`config.mk`:
```
export PLATFORM = sky130hd
export DESIGN_NAME = ifetch_stage
export DESIGN_NICKNAME = d
export VERILOG_FILES = /design/src/rtl/ifetch_pkg.sv /design/src/rtl/ifetch_fifo.sv /design/src/rtl/ifetch_stage.sv
export SDC_FILE = /design/constraint.sdc
export NUM_CORES = 1
export LEC_CHECK = 0
export BUFFER_PORTS_ARGS = -buffer_cell sky130_fd_sc_hd__buf_4
export CAP_MARGIN = 20
export CORE_UTILIZATION = 45
export DETAILED_ROUTE_END_ITERATION = 10
export PLACE_DENSITY = 0.72
export SLEW_MARGIN = 20
export SYNTH_ARGS = -nofsm -noshare
export SYNTH_HDL_FRONTEND = slang
export SYNTH_HIERARCHICAL = 1
export SYNTH_SLANG_ARGS = --single-unit
```
`constraint.sdc`:
```
create_clock -name clk -period 11.2 [get_ports clk]
set_input_delay 1.68 -clock clk [delete_from_list [all_inputs] [get_ports clk]]
set_output_delay 1.68 -clock clk [all_outputs]
set_load 0.02 [all_outputs]
```
`src/rtl/ifetch_pkg.sv`:
```
// Shared types and constants for the instruction-fetch stage.
package ifetch_pkg;

   localparam int XLEN = 32;
   localparam logic [XLEN-1:0] PC_STEP = 32'd4;

   typedef enum logic [0:0] {
      FETCH = 1'b0,
      DROP  = 1'b1
   } fetch_state_e;

   typedef struct packed {
      logic [XLEN-1:0] pc;
      logic [XLEN-1:0] instr;
   } fetch_entry_t;

   function automatic logic [XLEN-1:0] align_pc(input logic [XLEN-1:0] a);
      return {a[XLEN-1:2], 2'b00};
   endfunction

endpackage

```
`src/rtl/ifetch_fifo.sv`:
```
// Fetch buffer: registered push, head visible the cycle after push; flush beats pop.
// No internal backpressure -- the producer must gate pushes on count/full.
module ifetch_fifo #(
   parameter int  DEPTH = 2,
   parameter type T     = logic [63:0],
   localparam int CW    = $clog2(DEPTH + 1),
   localparam int PW    = $clog2(DEPTH)
) (
   input  logic          clk,
   input  logic          reset_n,
   input  logic          push,
   input  T              push_data,
   input  logic          pop,
   input  logic          flush,
   output T              head,
   output logic [CW-1:0] count,
   output logic          empty,
   output logic          full
);

   T               mem [DEPTH];
   logic [PW-1:0]  rd_ptr;
   logic [PW-1:0]  wr_ptr;

   // Pointers wrap explicitly so non-power-of-two depths work.
   function automatic logic [PW-1:0] next_ptr(input logic [PW-1:0] p);
      return (p == PW'(DEPTH - 1)) ? '0 : p + PW'(1);
   endfunction

   always_ff @(posedge clk) begin
      if (!reset_n) begin
         rd_ptr <= '0;
         wr_ptr <= '0;
         count  <= '0;
         for (int i = 0; i < DEPTH; i++) mem[i] <= '0;
      end else if (flush) begin
         rd_ptr <= '0;
         wr_ptr <= '0;
         count  <= '0;
      end else begin
         if (push) begin
            mem[wr_ptr] <= push_data;
            wr_ptr      <= next_ptr(wr_ptr);
         end
         if (pop) rd_ptr <= next_ptr(rd_ptr);
         case ({push, pop})
            2'b10:   count <= count + CW'(1);
            2'b01:   count <= count - CW'(1);
            default: count <= count;
         endcase
      end
   end

   assign head  = mem[rd_ptr];
   assign empty = (count == '0);
   assign full  = (count == CW'(DEPTH));

endmodule

```
`src/rtl/ifetch_stage.sv`:
```
// Fetch stage: one outstanding icache request, result on instr_* one cycle after ack; stops
// requesting while the buffer is full. Define IFETCH_PERF_EN to enable fetch/stall counters.
module ifetch_stage
   import ifetch_pkg::*;
#(
   parameter logic [31:0] RESET_PC  = 32'h0000_0000,
   parameter int          BUF_DEPTH = 2
) (
   input  logic        clk,
   input  logic        reset_n,
   output logic        icache_req_o,
   output logic [31:0] icache_addr_o,
   input  logic        icache_ack_i,
   input  logic [31:0] icache_data_i,
   input  logic        redirect_i,
   input  logic [31:0] redirect_pc_i,
   output logic        instr_valid_o,
   input  logic        instr_ready_i,
   output logic [31:0] instr_o,
   output logic [31:0] instr_pc_o,
   output logic [31:0] fetch_cnt_o,
   output logic [31:0] stall_cnt_o
);

   localparam int          CW       = $clog2(BUF_DEPTH + 1);
   localparam logic [0:0]  ST_FETCH = 1'(FETCH);
   localparam logic [0:0]  ST_DROP  = 1'(DROP);

   logic [0:0]      state;
   logic [XLEN-1:0] pc;
   logic [XLEN-1:0] old_pc;
   logic            active;
   logic            ack;
   logic            push;
   logic            pop;
   fetch_entry_t    head;
   logic [CW-1:0]   count;
   logic            empty;
   logic            full;

   // active keeps req low for the first cycle out of reset.
   assign icache_req_o  = active && ((state == ST_DROP) || (count < CW'(BUF_DEPTH)));
   assign icache_addr_o = (state == ST_DROP) ? old_pc : pc;
   assign ack           = icache_req_o && icache_ack_i;
   assign push          = (state == ST_FETCH) && ack && !redirect_i;
   assign pop           = instr_valid_o && instr_ready_i;

   always_ff @(posedge clk) begin
      if (!reset_n) begin
         state  <= ST_FETCH;
         pc     <= align_pc(RESET_PC);
         old_pc <= align_pc(RESET_PC);
         active <= 1'b0;
      end else begin
         active <= 1'b1;
         if (state == ST_FETCH) begin
            if (redirect_i) begin
               pc <= align_pc(redirect_pc_i);
               // The in-flight request must still complete at its original address.
               if (icache_req_o && !icache_ack_i) begin
                  old_pc <= pc;
                  state  <= ST_DROP;
               end
            end else if (ack) begin
               pc <= pc + PC_STEP;
            end
         end else begin
            if (redirect_i) pc <= align_pc(redirect_pc_i);
            if (ack) state <= ST_FETCH;
         end
      end
   end

   ifetch_fifo #(
      .DEPTH (BUF_DEPTH),
      .T     (fetch_entry_t)
   ) u_fifo (
      .clk       (clk),
      .reset_n   (reset_n),
      .push      (push),
      .push_data ('{pc: pc, instr: icache_data_i}),
      .pop       (pop),
      .flush     (redirect_i),
      .head      (head),
      .count     (count),
      .empty     (empty),
      .full      (full)
   );

   assign instr_valid_o = !empty;
   assign instr_o       = head.instr;
   assign instr_pc_o    = head.pc;

   assert property (@(posedge clk) disable iff (!reset_n) !(push && full));

`ifdef IFETCH_PERF_EN
   logic [31:0] fetch_cnt;
   logic [31:0] stall_cnt;

   always_ff @(posedge clk) begin
      if (!reset_n) begin
         fetch_cnt <= '0;
         stall_cnt <= '0;
      end else begin
         if (push) fetch_cnt <= fetch_cnt + 32'd1;
         if (icache_req_o && !icache_ack_i) stall_cnt <= stall_cnt + 32'd1;
      end
   end

   assign fetch_cnt_o = fetch_cnt;
   assign stall_cnt_o = stall_cnt;
`else
   assign fetch_cnt_o = '0;
   assign stall_cnt_o = '0;
`endif

endmodule
```
# [Word level (Yosys, flattened, before mapping)]
# Memories as Yosys holds them, arrays and structs flattened. A register that Yosys moved wholly into a read port is not among the register bits.
# Cells that the tools add are included.
[totals] ff_bits=70 ram_bits=128 inputBits=69 output_inout_bits=162 wordCells=59 memories=1
[classes] add_sub_neg=5 order_cmp=1 eq_ne=3 mux=23 n_bitwise=2 reduce_logical=17
[mem_list] name="u_fifo.mem" words=2 word_bits=64 read_ports=1 rd_clocked_by_memory_dff=1 write_ports=2 line="ifetch_fifo.sv:21" text="T mem [DEPTH];"
[ops] cell="$mux W32" count=5
[ops] cell="$mux W64" count=1
[ops] cell="$reduce_or A64 Y1" count=1
[ops] cell="$add A32 B3 Y32 const B" count=1
[ops] cell="$mux W1" count=16
[ops] cell="$logic_and A1 B1 Y1" count=6
[ops] cell="$pmux W2 S2" count=1
[ops] cell="$reduce_bool A2 Y1" count=2
[ops] cell="$logic_not A1 Y1" count=3
[ops] cell="$reduce_and A3 Y1" count=1
[ops] cell="$add A1 B1 Y1 const B" count=2
[ops] cell="$add A2 B1 Y2 const B" count=1
[ops] cell="$eq A2 B1 Y1 const B" count=1
[ops] cell="$eq A2 B2 Y1 const B" count=1
[ops] cell="$logic_not A2 Y1" count=1
[ops] cell="$lt A2 B2 Y1 const B" count=1
[ops] cell="$ne A2 B2 Y1 const B" count=1
[ops] cell="$not A1 Y1" count=2
[ops] cell="$reduce_and A2 Y1" count=1
[ops] cell="$reduce_or A2 Y1" count=1
[ops] cell="$sub A2 B1 Y2 const B" count=1
[ops] cell="$logic_or A1 B1 Y1" count=1

# [Longest topological paths before layout]
[logic_depth] word_depth=12 depth_mapped=8 mapped_depth_nobuf=7

# [Cells and area by module]
# Netlist, hierarchy kept.
[modules_own_cells] mod="ifetch_fifo" n_inst=1 cells_each=382 area_per_inst_um2=5805.6 seq_area_each_um2=3943.8
[modules_own_cells] mod="ifetch_stage" n_inst=1 cells_each=478 area_per_inst_um2=3784.9 seq_area_each_um2=1241.2

# [Least setup slack after synthesis]
# No wires, ideal clock.
[synth_path] path_type="input port to flip-flop" start="in redirect_i" end="mem u_fifo/mem[0][0] (netlist name), enable pin" setup_ps=574 arrival_time_ps=7022 required_time_ps=10626 setup_slack_ps=3604 cell_stages=5 path_buffers=1 path_cell_list="nor2_1 and4b_1 clkbuf_1 nand2b_1 o21ai_0"
[synth_lines] item="from (decl)" line="ifetch_stage.sv:15" text="input logic redirect_i,"
[synth_lines] item="to (decl)" line="ifetch_fifo.sv:21"

==> impl_metrics.toml <==
[worst_setup_path]
path_cells = "buf_4 > nor2_1 > and4b_1 > nand2b_1 > o21ai_4 > buf_4"
crit_type = "in -> reg"
cpMostUsedCell = "buf_4"
cpMaxStageDelayCell = "buf_4"
arrival_ns = 3.95
r2r_slack_ns = 8.18
worstSetupEndpointType = "flip-flop"
start_kind = "input pin"
crit_required_ns = 11.25
cp_max_fo = 64
critPathMaxStageDelay_ns = 0.67

[cts]
ctsHoldBuffers = 0
clk_latency_ns = 0.43
cts_buffers = 17
cts.repair.resized = 0
htree_num_levels = 4
postCtsSetupRepairBufs = 0
cts_root_buf = "clkbuf_16"
cts.sinks = 195
cts_tree = "yes"
cts.reportedPaths.clkPinSlew_ns = 0.07
clockBufferDepth = 2

[synth]
synth_area_mm2 = 0.00958
syn_avg_cell_area_um2 = 11.2
synthCells = 859
yosys_warnings = 6

[route]
wl_per_cell_um = 16.8
first_pass_iters = 5
drt_iter0_drc = 580
drt-total-wl_um = 21400
num_vias = 6758
via_per_inst = 5.31
drc = 0
antenna_left = 0

[job]
maxCapViolCount = 0

[hold_path]
hold_class = "reg -> reg"

[placement]
dpl_worst_slack_ns = 6.91
io_buffer_count = 162
place.gp.congestion = 0.792
post-dp-hpwl_um = 13500

[timing]
fin_setup_tns_ns = 0
skew_ns = 0.0111
relSlewSlack = 0.328
final_max_slew_viol_count = 0
max_freq_ghz = 0.256
worst_slack_ns = 7.29
setup_viol = 0
rsz0062_at_grt = "no"
worst_slew_pin_slew_ns = 1.00
finalHoldViolCount = 0
post-route-period-util = 0.349
fin_crit_ns = 3.91

[global_route]
grt_max_degree = 129
grt_pass1_wl_um = 33200
grt_pass1_vias = 6293
grt-ovfl-total = 0
grtUsageTotal = 0.196
antenna_found_initial = 0

[cells_and_area]
diodes = 0
finalNetCount = 1057
post-route-util = 0.536
drive_above_1_share = 0.311
areaGrowthSynthToFinish_pct = 17.2
n_fill_cell = 1861

[floorplanning]
start_util = 0.457
io_pins = 231
die_x_um = 148
die_area_mm2 = 0.0219
die_height_um = 148
num_rows = 53
core_area_mm2 = 0.0210

[power]
p_leak_uw = 0.00486
power_uw = 1570
power.density_mw_per_mm2 = 140
ir_drop_v = 0.000100

[status]
outcome = "finished clean"
-- power by group --
| part | leakage (uW) | switching (uW) | internal (uW) |
|---|---|---|---|
| logic | 0.00271 | 114 | 71.7 |
| registers | 0.00188 | 24.1 | 794 |
| clock network | 0.000270 | 255 | 308 |
| total | 0.00486 | 393 | 1170 |
-- metal layers --
metal / up-vias / part of all wire / GRT usage
li1: 3236 / - / -
met1: 3273 / 0.46 / 0.266
met2: 232 / 0.47 / 0.323
met3: 17 / 0.064 / 0.0383
met4: 0 / 0.0074 / 0.0495
met5: - / 0 / 0
-- layout make-up --
cell class | instances | area (um2) | share of cell area
clock inverter | 8 | 53.8 | 0.00479
clock buffer | 23 | 489 | 0.0436
inverter | 8 | 30.0 | 0.00267
timing repair buffer | 171 | 1280 | 0.114
tap | 275 | 344 | 0.0307
sequential | 195 | 5190 | 0.462
multi-input combinational | 593 | 3840 | 0.342
-- worst max-delay path: cells and delay by family --
family	cells	cell delay [ns]
buf+inv	2	0.89
simple gates	3	1.13
compound gates	1	0.15
-- worst paths after layout --
kind | from | cells after the start | endpoint
hold / removal | old_pc[26] | 2 | old_pc[26]
setup reg to reg | state | 6 | u_fifo/mem[0][53]
setup / recovery | redirect_i | 6 | u_fifo/mem[0][53]
hold reg to reg | old_pc[26] | 2 | old_pc[26]
-- metrics by stage --
step	hold WS, ns	area, um2	instances
detailed placement	0.447	10700	1242
global placement	0.438	10700	1242
finish	0.454	11200	1273
floorplan	0.433	9840	928
CTS	0.456	11200	1273
global route	0.473	11200	1273
-- placed cells by master, fill, tap and decap left out, drive strengths merged, types with 2 or more instances in the layout --
master and instances:
dfxtp 67, nand2b 2, xor2 8, a311oi 7, edfxtp 128, nor4 5
nor3 7, o211ai 3, mux2 92, clkbuf 23, clkinv 5, nand4 9
or3 3, a21oi 50, xnor2 12, nand3 14, nor2 21, ha 2
a31oi 4, nand2 88, a211oi 4, buf 171, or4 2, and4 5
conb 70, nor2b 2, inv 10, and2 4, and3 136, o21ai 30
-- flip-flops by register name, indices dropped and copies added, names as in the netlist, named ones only --
signal,flops
active,1
old_pc,30
pc,30
state,1
u_fifo/count,2
u_fifo/mem,128
u_fifo/rd_ptr,1
u_fifo/wr_ptr,1
No activity file was read; power rests on OpenSTA's default activity.
